File: src/rtl/fp16_pkg.sv
// Shared FP16 constants, pipeline stage payloads and packing helpers
// for the adder and multiplier datapaths.
package fp16_pkg;

  localparam int          EXP_W   = 5;
  localparam int          MANT_W  = 10;
  localparam int          BIAS    = 15;
  localparam int          EXP_MAX = 31;
  localparam logic [15:0] POS_INF = 16'h7C00;

  localparam int SIG_W     = MANT_W + 1;
  localparam int EXT_W     = SIG_W + 3;
  localparam int SUM_W     = EXT_W + 1;
  localparam int LZC_W     = SIG_W + 1;
  localparam int LZC_CNT_W = 4;
  localparam int NEXP_W    = 7;
  localparam int DIFF_FOLD = 13;

  localparam logic [EXP_W-1:0] EXP_ALL1 = EXP_W'(EXP_MAX);

  typedef struct packed {
    logic              sign_l;
    logic              sign_s;
    logic [EXP_W-1:0]  exp_l;
    logic [EXP_W-1:0]  exp_s;
    logic [SIG_W-1:0]  sig_l;
    logic [SIG_W-1:0]  sig_s;
    logic              special;
    logic [15:0]       special_x;
  } unpack_t;

  typedef struct packed {
    logic              sign_l;
    logic              sign_s;
    logic [EXP_W-1:0]  exp_l;
    logic [EXT_W-1:0]  sig_l;
    logic [EXT_W-1:0]  sig_s;
    logic              special;
    logic [15:0]       special_x;
  } align_t;

  // exp is two's complement so underflow past zero stays detectable
  typedef struct packed {
    logic              sign;
    logic              zero;
    logic [NEXP_W-1:0] exp;
    logic [EXT_W-1:0]  norm;
    logic              special;
    logic [15:0]       special_x;
  } norm_t;

  function automatic logic [15:0] fp16_inf(input logic sign);
    return POS_INF | {sign, 15'b0};
  endfunction

  function automatic logic [15:0] fp16_zero(input logic sign);
    return {sign, 15'b0};
  endfunction

endpackage

File: src/rtl/fp16_lzc.sv
// 12-bit leading-zero counter; an all-zero input reports 12.
module fp16_lzc
  import fp16_pkg::*;
(
  input  logic [LZC_W-1:0]     value_i,
  output logic [LZC_CNT_W-1:0] count_o
);

  // scanning upward lets the highest set bit win
  always_comb begin
    count_o = LZC_CNT_W'(LZC_W);
    for (int i = 0; i < LZC_W; i++) begin
      if (value_i[i]) count_o = LZC_CNT_W'(LZC_W - 1 - i);
    end
  end

endmodule

File: src/rtl/fp16_adder.sv
// Four-stage FP16 adder/subtractor with a single global stall, subnormal
// flush, infinity clamping and round-to-nearest-even.
module fp16_adder
  import fp16_pkg::*;
(
  input  logic        clk,
  input  logic        rst,
  input  logic        in_valid,
  output logic        in_ready,
  input  logic [15:0] a,
  input  logic [15:0] b,
  input  logic        sub,
  output logic        out_valid,
  input  logic        out_ready,
  output logic [15:0] x,
  output logic        ovf
);

  logic    advance;
  logic    v1_q, v2_q, v3_q, out_valid_q;
  unpack_t s1_d, s1_q;
  align_t  s2_d, s2_q;
  norm_t   s3_d, s3_q;
  logic [15:0] x_d, x_q;
  logic        ovf_d, ovf_q;

  assign advance   = ~out_valid_q | out_ready;
  assign in_ready  = advance;
  assign out_valid = out_valid_q;
  assign x         = x_q;
  assign ovf       = ovf_q;

  // S1: unpack, flush specials, order by magnitude
  logic             sign_b, a_zero, b_zero, a_inf, b_inf;
  logic [14:0]      mag_a, mag_b;
  logic [SIG_W-1:0] sig_a, sig_b;

  always_comb begin
    sign_b = b[15] ^ sub;
    a_zero = (a[14:10] == '0);
    b_zero = (b[14:10] == '0);
    a_inf  = (a[14:10] == EXP_ALL1);
    b_inf  = (b[14:10] == EXP_ALL1);
    mag_a  = a_zero ? '0 : a[14:0];
    mag_b  = b_zero ? '0 : b[14:0];
    sig_a  = a_zero ? '0 : {1'b1, a[MANT_W-1:0]};
    sig_b  = b_zero ? '0 : {1'b1, b[MANT_W-1:0]};

    s1_d           = '0;
    s1_d.special   = a_inf | b_inf;
    s1_d.special_x = a_inf ? fp16_inf(a[15]) : fp16_inf(sign_b);
    if (mag_b > mag_a) begin
      s1_d.sign_l = sign_b;
      s1_d.sign_s = a[15];
      s1_d.exp_l  = b[14:10];
      s1_d.exp_s  = a[14:10];
      s1_d.sig_l  = sig_b;
      s1_d.sig_s  = sig_a;
    end else begin
      s1_d.sign_l = a[15];
      s1_d.sign_s = sign_b;
      s1_d.exp_l  = a[14:10];
      s1_d.exp_s  = b[14:10];
      s1_d.sig_l  = sig_a;
      s1_d.sig_s  = sig_b;
    end
  end

  // S2: align the smaller operand, collecting shifted-out bits as sticky
  logic [EXP_W-1:0]     diff;
  logic [2*EXT_W-3:0]   shifted;

  always_comb begin
    diff    = s1_q.exp_l - s1_q.exp_s;
    shifted = {s1_q.sig_s, {(2*EXT_W-2-SIG_W){1'b0}}} >> diff;

    s2_d           = '0;
    s2_d.sign_l    = s1_q.sign_l;
    s2_d.sign_s    = s1_q.sign_s;
    s2_d.exp_l     = s1_q.exp_l;
    s2_d.sig_l     = {s1_q.sig_l, 3'b000};
    s2_d.special   = s1_q.special;
    s2_d.special_x = s1_q.special_x;
    if (diff >= EXP_W'(DIFF_FOLD))
      s2_d.sig_s = {{(EXT_W-1){1'b0}}, |s1_q.sig_s};
    else
      s2_d.sig_s = shifted[2*EXT_W-3 -: EXT_W] | {{(EXT_W-1){1'b0}}, |shifted[EXT_W-3:0]};
  end

  // S3: add/subtract, then normalise the leading one to norm[EXT_W-1]
  logic                 eff_sub;
  logic [SUM_W-1:0]     sum;
  logic [LZC_CNT_W-1:0] lz, shl;

  fp16_lzc u_lzc (
    .value_i (sum[SUM_W-1:3]),
    .count_o (lz)
  );

  // lz==12 can only leave the guard bit set, which a shift of 11 handles
  always_comb begin
    eff_sub = s2_q.sign_l ^ s2_q.sign_s;
    sum     = eff_sub ? ({1'b0, s2_q.sig_l} - {1'b0, s2_q.sig_s})
                      : ({1'b0, s2_q.sig_l} + {1'b0, s2_q.sig_s});
    shl     = lz - 4'd1;

    s3_d           = '0;
    s3_d.special   = s2_q.special;
    s3_d.special_x = s2_q.special_x;
    s3_d.zero      = (sum == '0);
    s3_d.sign      = s3_d.zero ? (s2_q.sign_l & s2_q.sign_s) : s2_q.sign_l;
    if (lz == '0) begin
      s3_d.norm = {sum[SUM_W-1:2], |sum[1:0]};
      s3_d.exp  = {2'b00, s2_q.exp_l} + 7'd1;
    end else begin
      s3_d.norm = EXT_W'(sum << shl);
      s3_d.exp  = {2'b00, s2_q.exp_l} - {3'b000, shl};
    end
  end

  // S4: round to nearest even, then clamp and pack
  logic                  rnd_up;
  logic [SIG_W:0]        sig_r;
  logic [NEXP_W-1:0]     exp_f;
  logic [MANT_W-1:0]     mant_f;

  always_comb begin
    rnd_up = s3_q.norm[2] & (s3_q.norm[3] | s3_q.norm[1] | s3_q.norm[0]);
    sig_r  = {1'b0, s3_q.norm[EXT_W-1:3]} + {{SIG_W{1'b0}}, rnd_up};
    exp_f  = s3_q.exp + {{(NEXP_W-1){1'b0}}, sig_r[SIG_W]};
    mant_f = sig_r[SIG_W] ? sig_r[MANT_W:1] : sig_r[MANT_W-1:0];

    ovf_d = 1'b0;
    if (s3_q.special) begin
      x_d = s3_q.special_x;
    end else if (s3_q.zero) begin
      x_d = fp16_zero(s3_q.sign);
    end else if ($signed(exp_f) >= $signed(NEXP_W'(EXP_MAX))) begin
      x_d   = fp16_inf(s3_q.sign);
      ovf_d = 1'b1;
    end else if ($signed(exp_f) <= $signed(7'd0)) begin
      x_d = fp16_zero(s3_q.sign);
    end else begin
      x_d = {s3_q.sign, exp_f[EXP_W-1:0], mant_f};
    end
  end

  always_ff @(posedge clk or posedge rst) begin
    if (rst) begin
      v1_q        <= 1'b0;
      v2_q        <= 1'b0;
      v3_q        <= 1'b0;
      out_valid_q <= 1'b0;
      x_q         <= '0;
      ovf_q       <= 1'b0;
    end else if (advance) begin
      v1_q        <= in_valid;
      v2_q        <= v1_q;
      v3_q        <= v2_q;
      out_valid_q <= v3_q;
      if (v3_q) begin
        x_q   <= x_d;
        ovf_q <= ovf_d;
      end
    end
  end

  // payload registers are qualified by the valid chain, so no reset needed
  always_ff @(posedge clk) begin
    if (advance) begin
      s1_q <= s1_d;
      s2_q <= s2_d;
      s3_q <= s3_d;
    end
  end

endmodule

File: config.mk
export PLATFORM = sky130hd
export DESIGN_NAME = fp16_adder
export DESIGN_NICKNAME = d
export VERILOG_FILES = /design/src/rtl/fp16_pkg.sv /design/src/rtl/fp16_lzc.sv /design/src/rtl/fp16_adder.sv
export SDC_FILE = /design/constraint.sdc
export NUM_CORES = 1
export LEC_CHECK = 0
export ABC_CLOCK_PERIOD_IN_PS = 12300
export BUFFER_PORTS_ARGS = -buffer_cell sky130_fd_sc_hd__buf_2
export CAP_MARGIN = 20
export CELL_PAD_IN_SITES_DETAIL_PLACEMENT = 1
export CELL_PAD_IN_SITES_GLOBAL_PLACEMENT = 1
export CORE_ASPECT_RATIO = 0.9
export CORE_MARGIN = 2
export CORE_UTILIZATION = 45
export CTS_CLUSTER_SIZE = 30
export DETAILED_ROUTE_END_ITERATION = 10
export PLACE_DENSITY = 0.73
export SLEW_MARGIN = 20
export SYNTH_ARGS = -nofsm -noshare
export SYNTH_HDL_FRONTEND = slang
export SYNTH_SLANG_ARGS = --single-unit
File: constraint.sdc
create_clock -name clk -period 12.3 [get_ports clk]
set_clock_uncertainty 0.2 [all_clocks]
set_input_delay 1.23 -clock clk [delete_from_list [all_inputs] [get_ports clk]]
set_output_delay 1.23 -clock clk [all_outputs]
set_load 0.05 [all_outputs]
==> impl_metrics.csv, run 1 <==
group,metric,value,unit
drt,drt_iter0_drc,298,
finish,syn2layout_area_growth,14.3,%
worst_setup_path,r2r_start,"s2_q[51]",
floorplan,coreArea,17700,um^2
synthesis,synthesis.area,8120,um^2
timing,fin_crit,5.66,ns
timing,setup_tns,0,ns
finish,fin_util,0.525,
drt,wirelength,21200,um
synthesis,yosys_warnings,0,
finish,antenna_cells,0,
finish,drive_gt1_frac,0.173,
global_routing,antenna_found_initial,0,
synthesis,synth_simple_gate_area_frac,0.146,
placed_design,numPortBuffers,55,
clocking,cts_tree,"built",
timing,max_slew_margin,0.434,
synthesis,ys_seq_area_frac,0.416,
synthesis,ys_ff_latch,116,
global_routing,grt_pass1_vias,6724,
timing,finalMaxSlewViolations,0,
worst_setup_path,required,12.35,ns
clocking,cts_resized,0,
global_routing,grtUsageTotal,0.229,
synthesis,ys.flop_type,"edfxtp_1",
synthesis,synth-edff-count,95,
clocking,ctsRootBufferMaster,"clkbuf_16",
floorplan,initial_core_util,0.460,
clocking,clk_latency,0.41,ns
worst_setup_path,cp-start-kind,"flop",
worst_setup_path,ff2ff_path_depth,14,
synthesis,ys_top_cells_by_area,"edfxtp_1 35%, ha_1 8.3%, dfrtp_1 6.5%",
global_routing,grt_pass1_wl,35200,um
worst_hold_path,worstHoldPathCells,0,
timing,worst_pin_slew,0.848,ns
drt,drtAntennaViolNets,0,
finish,nNetsFinal,950,
worst_hold_path,hold_path.class,"flop to flop",
placed_design,dp_slack,6.65,ns
synthesis,synth_cells,811,
worst_hold_path,hp-start,"s1_q[32]",
status,status,"completed",
synthesis,synthMuxAreaShare,0.0995,
run,max_cap_viol_count,0,
worst_hold_path,min_to,"s2_q[38]",
drt,vias,6335,
clocking,clk_pin_slew,0.06,ns
floorplan,rows,46,
timing,rsz0062_at_grt,"false",
timing,finalSetupViolCount,0,
synthesis,syn_area_per_cell,10.0,um^2
global_routing,gr-total-overflow,0,
worst_setup_path,rr_endpoint,"s3_q[29]",
timing,fmax,177,MHz
timing,setup_ws,6.64,ns
drt,drc_errors,0,
synthesis,synth_top_area_frac,0.351,
synthesis,ys_async_sr_fraction,0.181,
floorplan,fp.dieH,131,um
synthesis,yosys.area.top_type,"edfxtp_1",
synthesis,ys_types,86,
placed_design,gp_congestion,0.894,
synthesis,synth_nets,905,
synthesis,synthAdderAreaFrac,0.0906,
drt,dr.pass1.iters,5,
synthesis,synth_xor_xnor_area_share,0.0365,
worst_setup_path,endpoint_kind,"flop",
drt,drt-wirelength-per-cell,19.1,um
floorplan,dieArea,19100,um^2
global_routing,grt_max_degree,64,
worst_setup_path,crit_type,"flop to flop",
floorplan,ios,56,
placed_design,dp_hpwl,16100,um
synthesis,synth_compound_area_frac,0.167,
clocking,cts_buffers,17,
floorplan,die_x,146,um
drt,via_per_inst,5.71,
clocking,cts_max_path_buffers,2,
worst_setup_path,critPathMaxFanout,21,
worst_setup_path,r2r_setup_slack,6.64,ns
clocking,post_cts_buffers,0,
timing,fin_crit_sh,0.460,
clocking,cts_max_level,4,
synthesis,synth_top_family_by_area,"compound AO/OA/AOI/OAI gates",
finish,fillers,1989,
timing,timing.hold.ws,0.218,ns
clocking,holdBufCountCts,0,
clocking,cts.sinks,116,
worst_setup_path,critPathArrivalTime,5.71,ns
timing,hold_viol_final,0,
-- worst max path at each step --
stage / cells past startpoint / slack (ns) / endpoint / from
4_1_cts: 15 / 6.64 / s3_q[36] / s2_q[51]
3_3_place_gp: 16 / 6.86 / s3_q[36] / s2_q[34]
6_report: 14 / 6.64 / s3_q[29] / s2_q[51]
2_1_floorplan: 8 / 6.05 / x[4] / out_ready
3_5_place_dp: 16 / 6.65 / s3_q[36] / s2_q[34]
5_1_grt: 14 / 6.15 / s3_q[29] / s2_q[51]
-- synthesized netlist by cell type, types with 3 or more instances --
master,number
nor4_1,9
nor2_1,60
nand3b_1,3
fa_1,3
nand2b_1,13
o21ai_0,33
ha_1,54
nand3_1,23
xor2_1,11
buf_4,3
edfxtp_1,95
mux4_2,3
nor2b_1,11
buf_2,5
a211oi_1,11
nand2_1,85
o31a_1,4
dfrtp_1,21
o22ai_1,5
xnor2_1,21
clkbuf_1,25
a31oi_1,8
mux2i_1,41
and3_1,7
mux2_2,28
nand4_1,5
o211ai_1,9
o221ai_1,3
and4_1,3
nor3_1,14
a21o_1,14
or3_1,5
a21oi_1,51
inv_1,53
o31ai_1,3
o21ai_1,6
-- placed cells by master, fill, tap and decap left out, drive strengths merged, types with 5 or more instances in the layout --
cell | synthesis | routed
nand2 | 85 | 85
nor3 | 14 | 14
a211oi | 14 | 14
mux2i | 41 | 41
xor2 | 11 | 11
nor2b | 11 | 11
o21ai | 40 | 40
a21o | 14 | 14
ha | 54 | 54
a31oi | 8 | 8
nor4 | 9 | 9
o22ai | 6 | 6
clkbuf | 25 | 18
or3 | 5 | 5
a21oi | 53 | 53
xnor2 | 22 | 22
edfxtp | 95 | 95
nand2b | 13 | 13
o211ai | 9 | 9
buf | 11 | 62
nand3 | 23 | 23
and3 | 7 | 7
inv | 53 | 57
dfrtp | 21 | 21
nor2 | 60 | 60
bufinv | 0 | 5
mux2 | 29 | 29
nand4 | 5 | 5
-- per-stage QoR --
step           instance area (um^2)  std cells
3_3_place_gp                   8610       1077
5_1_grt                        9280       1109
3_5_place_dp                   8610       1077
2_1_floorplan                  8120        811
6_report                       9280       1109
4_1_cts                        9280       1109
-- critical path, stage by stage (launching register included) --
cell	delay (ns)
edfxtp_1	0.39
ha_1	0.74
inv_1	0.37
o31a_1	0.40
xnor2_1	0.48
a22oi_1	0.13
o311ai_1	0.39
a21oi_2	0.09
buf_4	0.24
ha_1	0.66
clkinv_1	0.44
or3_1	0.50
mux2i_1	0.20
nand2b_1	0.08
a31oi_1	0.19
-- final cells by class --
type,count,area [um^2],share of cell area
inverter,54,203,0.0218
tap,240,300,0.0323
clock inverter,14,221,0.0239
clock buffer,18,439,0.0473
sequential,116,3380,0.364
timing repair buffer,62,328,0.0353
multi-input combinational,605,4410,0.475
-- metal layers --
layer	wire (um)	track usage	vias up
met2	10400	0.391	125
li1	-	-	3085
met1	9800	0.299	3098
met4	388	0.0654	0
met3	659	0.0410	27
met5	0	0	-
-- registers in the layout, summed over array words and instances, names as in the netlist --
signal / flops
out_valid: 1
ovf: 1
s1_q: 36
s2_q: 34
s3_q: 25
v1_q: 1
v2_q: 1
v3_q: 1
x: 16
-- cell families after synthesis --
logic type	Yosys count
and+or+nand+nor	250
AOI/OAI and AO/OA	192
xor gates and xnor gates	33
buffers and inverters	90
DFF	116
muxes	73
adders and majority gates	57
Power of run 1 is not shown: default switching activity piles up to over one toggle a cycle in this logic, so the estimate is an artifact.
==> inputs of run 2 (changes only) <==
ABC_CLOCK_PERIOD_IN_PS = 5800   (was 12300)
clock period = 5.8 ns   (was 12.3 ns; I/O delays follow)
==> run 2 against run 1 <==
Compared with the run above:
- die area stayed put
- sequential share of layout area is 0.15 points higher
- critical path depth is 1 higher
- non-clock buffer count is 5 higher
- maximum frequency is 8.7% higher
- flip-flop and latch count stayed put
- worst hold slack worse by 0.10 ns
- wire length is 1.1% higher
- count of clock-buffer cells in the layout stayed put
- first-iteration DRC count is 37% higher
- critical path type unchanged
==> impl_metrics.csv, run 2 (same netlist as run 1, synthesis figures left out) <==
group,metric,value,unit
status,status,"completed",
timing,fin_crit,5.21,ns
worst_setup_path,crit_type,"flop to flop",
clocking,holdBufCountCts,0,
finish,largest_reg_flops,36,
worst_setup_path,critPathArrivalTime,5.29,ns
timing,finalSetupViolCount,0,
global_routing,antenna_found_initial,0,
drt,drc_errors,0,
timing,setup_tns,0,ns
finish,drive_gt1_frac,0.178,
global_routing,gr-total-overflow,0,
timing,hold_viol_final,0,
clocking,cts.sinks,116,
drt,dr.pass1.iters,4,
worst_setup_path,critPathMaxFanout,12,
clocking,clk_pin_slew,0.06,ns
floorplan,dieArea,19100,um^2
global_routing,grt_max_degree,84,
placed_design,numPortBuffers,55,
placed_design,dpl.cell_count,1082,
finish,seq_area,3380,um^2
clocking,cts_buffers,17,
timing,max_slew_margin,0.302,
clocking,cts_max_path_buffers,2,
timing,fmax,192,MHz
run,max_cap_viol_count,0,
clocking,cts_max_level,4,
drt,via_per_inst,5.74,
finish,top_regs,"s1_q x36, s2_q x34, s3_q x25",
placed_design,dp_hpwl,16300,um
worst_hold_path,hold_path.class,"input port to asynchronous set/reset pin",
clocking,post_cts_buffers,0,
finish,syn2layout_area_growth,13.8,%
finish,most-common-layout-cells,"95 x edfxtp_1, 85 x nand2_1, 60 x nor2_1",
worst_setup_path,required,5.88,ns
timing,finalMaxSlewViolations,0,
finish,top_register,"s1_q",
finish,fin_cells,1114,
floorplan,fp.dieH,131,um
finish,fillers,2004,
worst_setup_path,ff2ff_path_depth,15,
floorplan,coreArea,17700,um^2
worst_setup_path,endpoint_kind,"flop",
finish,antenna_cells,0,
drt,drtAntennaViolNets,0,
timing,worst_pin_slew,1.05,ns
drt,drt-wirelength-per-cell,19.3,um
floorplan,die_x,146,um
clocking,clk_latency,0.42,ns
timing,fin_crit_sh,0.898,
global_routing,grtUsageTotal,0.229,
floorplan,rows,46,
placed_design,gp_congestion,0.872,
timing,timing.hold.ws,0.116,ns
global_routing,grt_pass1_wl,34900,um
global_routing,grt_pass1_vias,6785,
floorplan,initial_core_util,0.460,
drt,wirelength,21500,um
finish,multiInputGateArea,4420,um^2
timing,rsz0062_at_grt,"false",
drt,drt_iter0_drc,407,
drt,vias,6390,
finish,nNetsFinal,955,
worst_setup_path,cp-start-kind,"flop",
floorplan,ios,56,
clocking,ctsRootBufferMaster,"clkbuf_16",
finish,final_common_cell,"edfxtp_1",
clocking,cts_tree,"built",
==> run 2: changes by cell type in the layout (fill, tap and decap cells not counted) <==
cell        change
buf_4           +5
bufinv_16       -4
clkinv_4        +2
clkinvlp_4      -1
ha_1            -1
ha_2            +1
inv_6           +1
inv_8           +2
==> run 2: cell type report <==
type	count	share of cell area
multi-input cells	605	0.478
repair buffers	67	0.0395
clock buffers	18	0.0475
inverters	54	0.0219
clock inverters	14	0.0154
flip-flops and latches	116	0.365
well taps	240	0.0325
==> run 2: worst max-delay path, cell delays in order (launching register included) <==
cell and delay, ns:
edfxtp_1 0.40, ha_1 0.56, inv_1 0.35, nand3_1 0.15, o21ai_0 0.19, a2111oi_1 0.68
nor2_1 0.26, nor2_1 0.23, o21ai_1 0.13, ha_2 0.25, xnor2_2 0.25, buf_4 0.24
ha_1 0.28, a21o_1 0.20, a2111oi_1 0.54, a41o_1 0.16
==> run 2: routing by layer <==
layer | global-route usage | routed length [um] | vias up
met5 | 0 | 0 | -
met4 | 0.0806 | 505 | 0
met3 | 0.0420 | 573 | 35
met2 | 0.382 | 10300 | 118
met1 | 0.300 | 10100 | 3141
li1 | - | - | 3096
==> run 2: what timing repair did <==
| action | CTS | global route |
|---|---|---|
| resized for setup | 0 | 1 |
| hold endpoints to repair | 0 | 0 |
| setup endpoints to repair | 0 | 1 |
==> run 2: final timing paths <==
path / end / from / slack [ns]
max: s3_q[36] / s2_q[51] / 0.59
min: v1_q / rst / 0.12
max reg2reg: s3_q[36] / s2_q[51] / 0.59
min reg2reg: s2_q[44] / s1_q[38] / 0.22
max in group asynchronous: x[0] / rst / 4.76
min in group clk: v1_q / in_valid / 0.21
==> run 2: stage by stage <==
| step | setup slack (ns) | util | area [um^2] |
|---|---|---|---|
| after floorplan | 0.182 | - | 8120 |
| after global placement | 0.643 | 0.490 | 8650 |
| after CTS | 0.473 | 0.523 | 9230 |
| after global routing | 0.248 | 0.523 | 9240 |
| after detailed placement | 0.557 | 0.490 | 8650 |
| final | 0.593 | 0.523 | 9240 |
Power of run 2 is left out for the same reason.
==> inputs of run 3 (changes only) <==
ABC_AREA = 1   (was not set)
PLACE_DENSITY = 0.76   (was 0.73)
==> run 3 against run 2 <==
Compared with the run above:
- count of clock-buffer cells in the layout unchanged
- wire length increased by 6.7%
- non-clock buffer count decreased by 7
- die area increased by 2.9%
- setup slack improved by 0.20 ns
- maximum frequency increased by 3.9%
- critical endpoint unchanged
- largest cell class unchanged
==> impl_metrics.csv, run 3 <==
group,metric,value,unit
status,status,"completed",
drt,drt_iter0_drc,355,
clocking,cts_buffers,17,
global_routing,grt_pass1_wl,38400,um
finish,fillers,2296,
clocking,cts_max_path_buffers,2,
timing,finalSetupViolCount,0,
worst_setup_path,required,5.90,ns
global_routing,grtUsageTotal,0.244,
timing,max_slew_margin,0.394,
synthesis,syn_area_per_cell,7.73,um^2
timing,fmax,200,MHz
synthesis,synth_nets,1176,
run,max_cap_viol_count,0,
clocking,clk_pin_slew,0.06,ns
synthesis,yosys_warnings,0,
floorplan,dieArea,19700,um^2
global_routing,grt_max_degree,94,
clocking,cts_max_level,4,
placed_design,dp_hpwl,17700,um
synthesis,ys_types,59,
synthesis,ys_top_cells_by_area,"edfxtp_1 34%, nand2_1 13%, ha_1 8.1%",
clocking,holdBufCountCts,0,
clocking,cts_tree,"built",
synthesis,synth.most_common_cell,"nand2_1",
finish,top_register,"s1_q",
synthesis,ys_ff_latch,116,
synthesis,synthTopCellsByCount,"287 x nand2_1, 134 x inv_1, 105 x nand3_1, 96 x o21ai_0, 95 x edfxtp_1",
placed_design,numPortBuffers,55,
timing,fin_crit_sh,0.864,
timing,rsz0062_at_grt,"false",
worst_setup_path,critPathMaxFanout,19,
drt,vias,7373,
clocking,ctsRootBufferMaster,"clkbuf_16",
synthesis,yosys.area.top_type,"edfxtp_1",
global_routing,antenna_found_initial,0,
drt,drtAntennaViolNets,0,
clocking,clk_latency,0.43,ns
floorplan,ios,56,
synthesis,synth-edff-count,95,
floorplan,fp.dieH,133,um
floorplan,coreArea,18300,um^2
worst_setup_path,critPathArrivalTime,5.11,ns
floorplan,die_x,148,um
global_routing,gr-total-overflow,0,
synthesis,synth_top_area_frac,0.341,
finish,final_common_cell,"nand2_1",
finish,most-common-layout-cells,"287 x nand2_1, 133 x inv_1, 105 x nand3_1",
global_routing,grt_pass1_vias,7587,
synthesis,ys_async_sr_fraction,0.181,
finish,top_regs,"s1_q x36, s2_q x34, s3_q x25",
timing,setup_tns,0,ns
worst_setup_path,crit_type,"flop to flop",
worst_hold_path,hold_path.class,"input port to asynchronous set/reset pin",
synthesis,synth_cells,1082,
clocking,cts.sinks,116,
finish,syn2layout_area_growth,12.5,%
drt,via_per_inst,5.32,
synthesis,ys_seq_area_frac,0.404,
drt,dr.pass1.iters,5,
drt,drt-wirelength-per-cell,16.5,um
worst_setup_path,endpoint_kind,"flop",
timing,worst_pin_slew,0.897,ns
placed_design,gp_congestion,0.854,
finish,antenna_cells,0,
timing,fin_crit,5.01,ns
worst_setup_path,cp-start-kind,"flop",
finish,nNetsFinal,1222,
clocking,cts_resized,0,
timing,finalMaxSlewViolations,0,
drt,wirelength,22900,um
synthesis,synthesis.area,8370,um^2
finish,largest_reg_flops,36,
clocking,post_cts_buffers,0,
timing,hold_viol_final,0,
finish,drive_gt1_frac,0.126,
floorplan,initial_core_util,0.457,
floorplan,rows,47,
synthesis,ys.flop_type,"edfxtp_1",
drt,drc_errors,0,
run 3: worst max-delay path, cell delays in order (launching register included):
cell and delay, ns:
edfxtp_1 0.41, inv_1 0.08, ha_1 0.36, a21oi_1 0.33, nand3_1 0.15, nand2_1 0.08
nand2_1 0.05, nand2_1 0.15, nand2_1 0.08, nand2_1 0.06, nand2_1 0.05, nand2_1 0.05
nand2_1 0.04, nand2_1 0.05, nand2_1 0.05, nand2_1 0.07, nand2_2 0.17, nand2_4 0.24
ha_1 0.35, xor2_4 0.42, ha_1 0.38, nand2_1 0.10, nor2_1 0.05, a211oi_1 0.40
nor2_1 0.10, nor4_2 0.25, or2_1 0.14
run 3: worst paths after layout:
kind                       endpoint  slack (ns)  cells past startpoint  startpoint
setup / recovery           s3_q[36]        0.79                     26    s2_q[21]
hold / removal                x[12]        0.10                      2         rst
setup reg to reg           s3_q[36]        0.79                     26    s2_q[21]
hold reg to reg            s2_q[42]        0.22                      0    s1_q[36]
max in group asynchronous      x[7]        4.77                      2         rst
min in group clk               v1_q        0.16                      3    in_valid
run 3: final cells by class:
type                       count  area (um^2)  share of cell area
clock buffer                  18          450              0.0478
clock inverter                14          126              0.0134
inverter                     148          561              0.0595
multi-input combinational    785         4280               0.454
sequential                   116         3380               0.359
tap                          245          307              0.0326
timing repair buffer          60          317              0.0336
run 3: logic make-up after synthesis:
kind of cell,count (synthesis),synth area share
buffers and inverters,181,0.0849
adders and majority gates,57,0.0879
xor gates and xnor gates,17,0.0200
DFF,116,0.404
AOI/OAI and AO/OA,174,0.115
and+or+nand+nor,533,0.283
muxes,4,0.00493
run 3: stage by stage:
step                cells  hold slack (ns)  area, um^2  worst slack (ns)   util
CTS                  1386            0.129        9410             0.799  0.515
global placement     1354            0.202        8840              1.19  0.483
finish               1386            0.105        9420             0.788  0.515
floorplan            1082            0.200        8370              1.69      -
global route         1386            0.163        9420             0.236  0.515
detailed placement   1354            0.207        8840             0.928  0.483
run 3: metal layers:
layer / vias up / global-route usage / share of wire
met4: 0 / 0.0726 / 0.017
met3: 32 / 0.0366 / 0.026
li1: 3709 / - / -
met2: 124 / 0.405 / 0.47
met5: - / 0 / 0
met1: 3508 / 0.333 / 0.48
Power of run 3 is left out for the same reason.
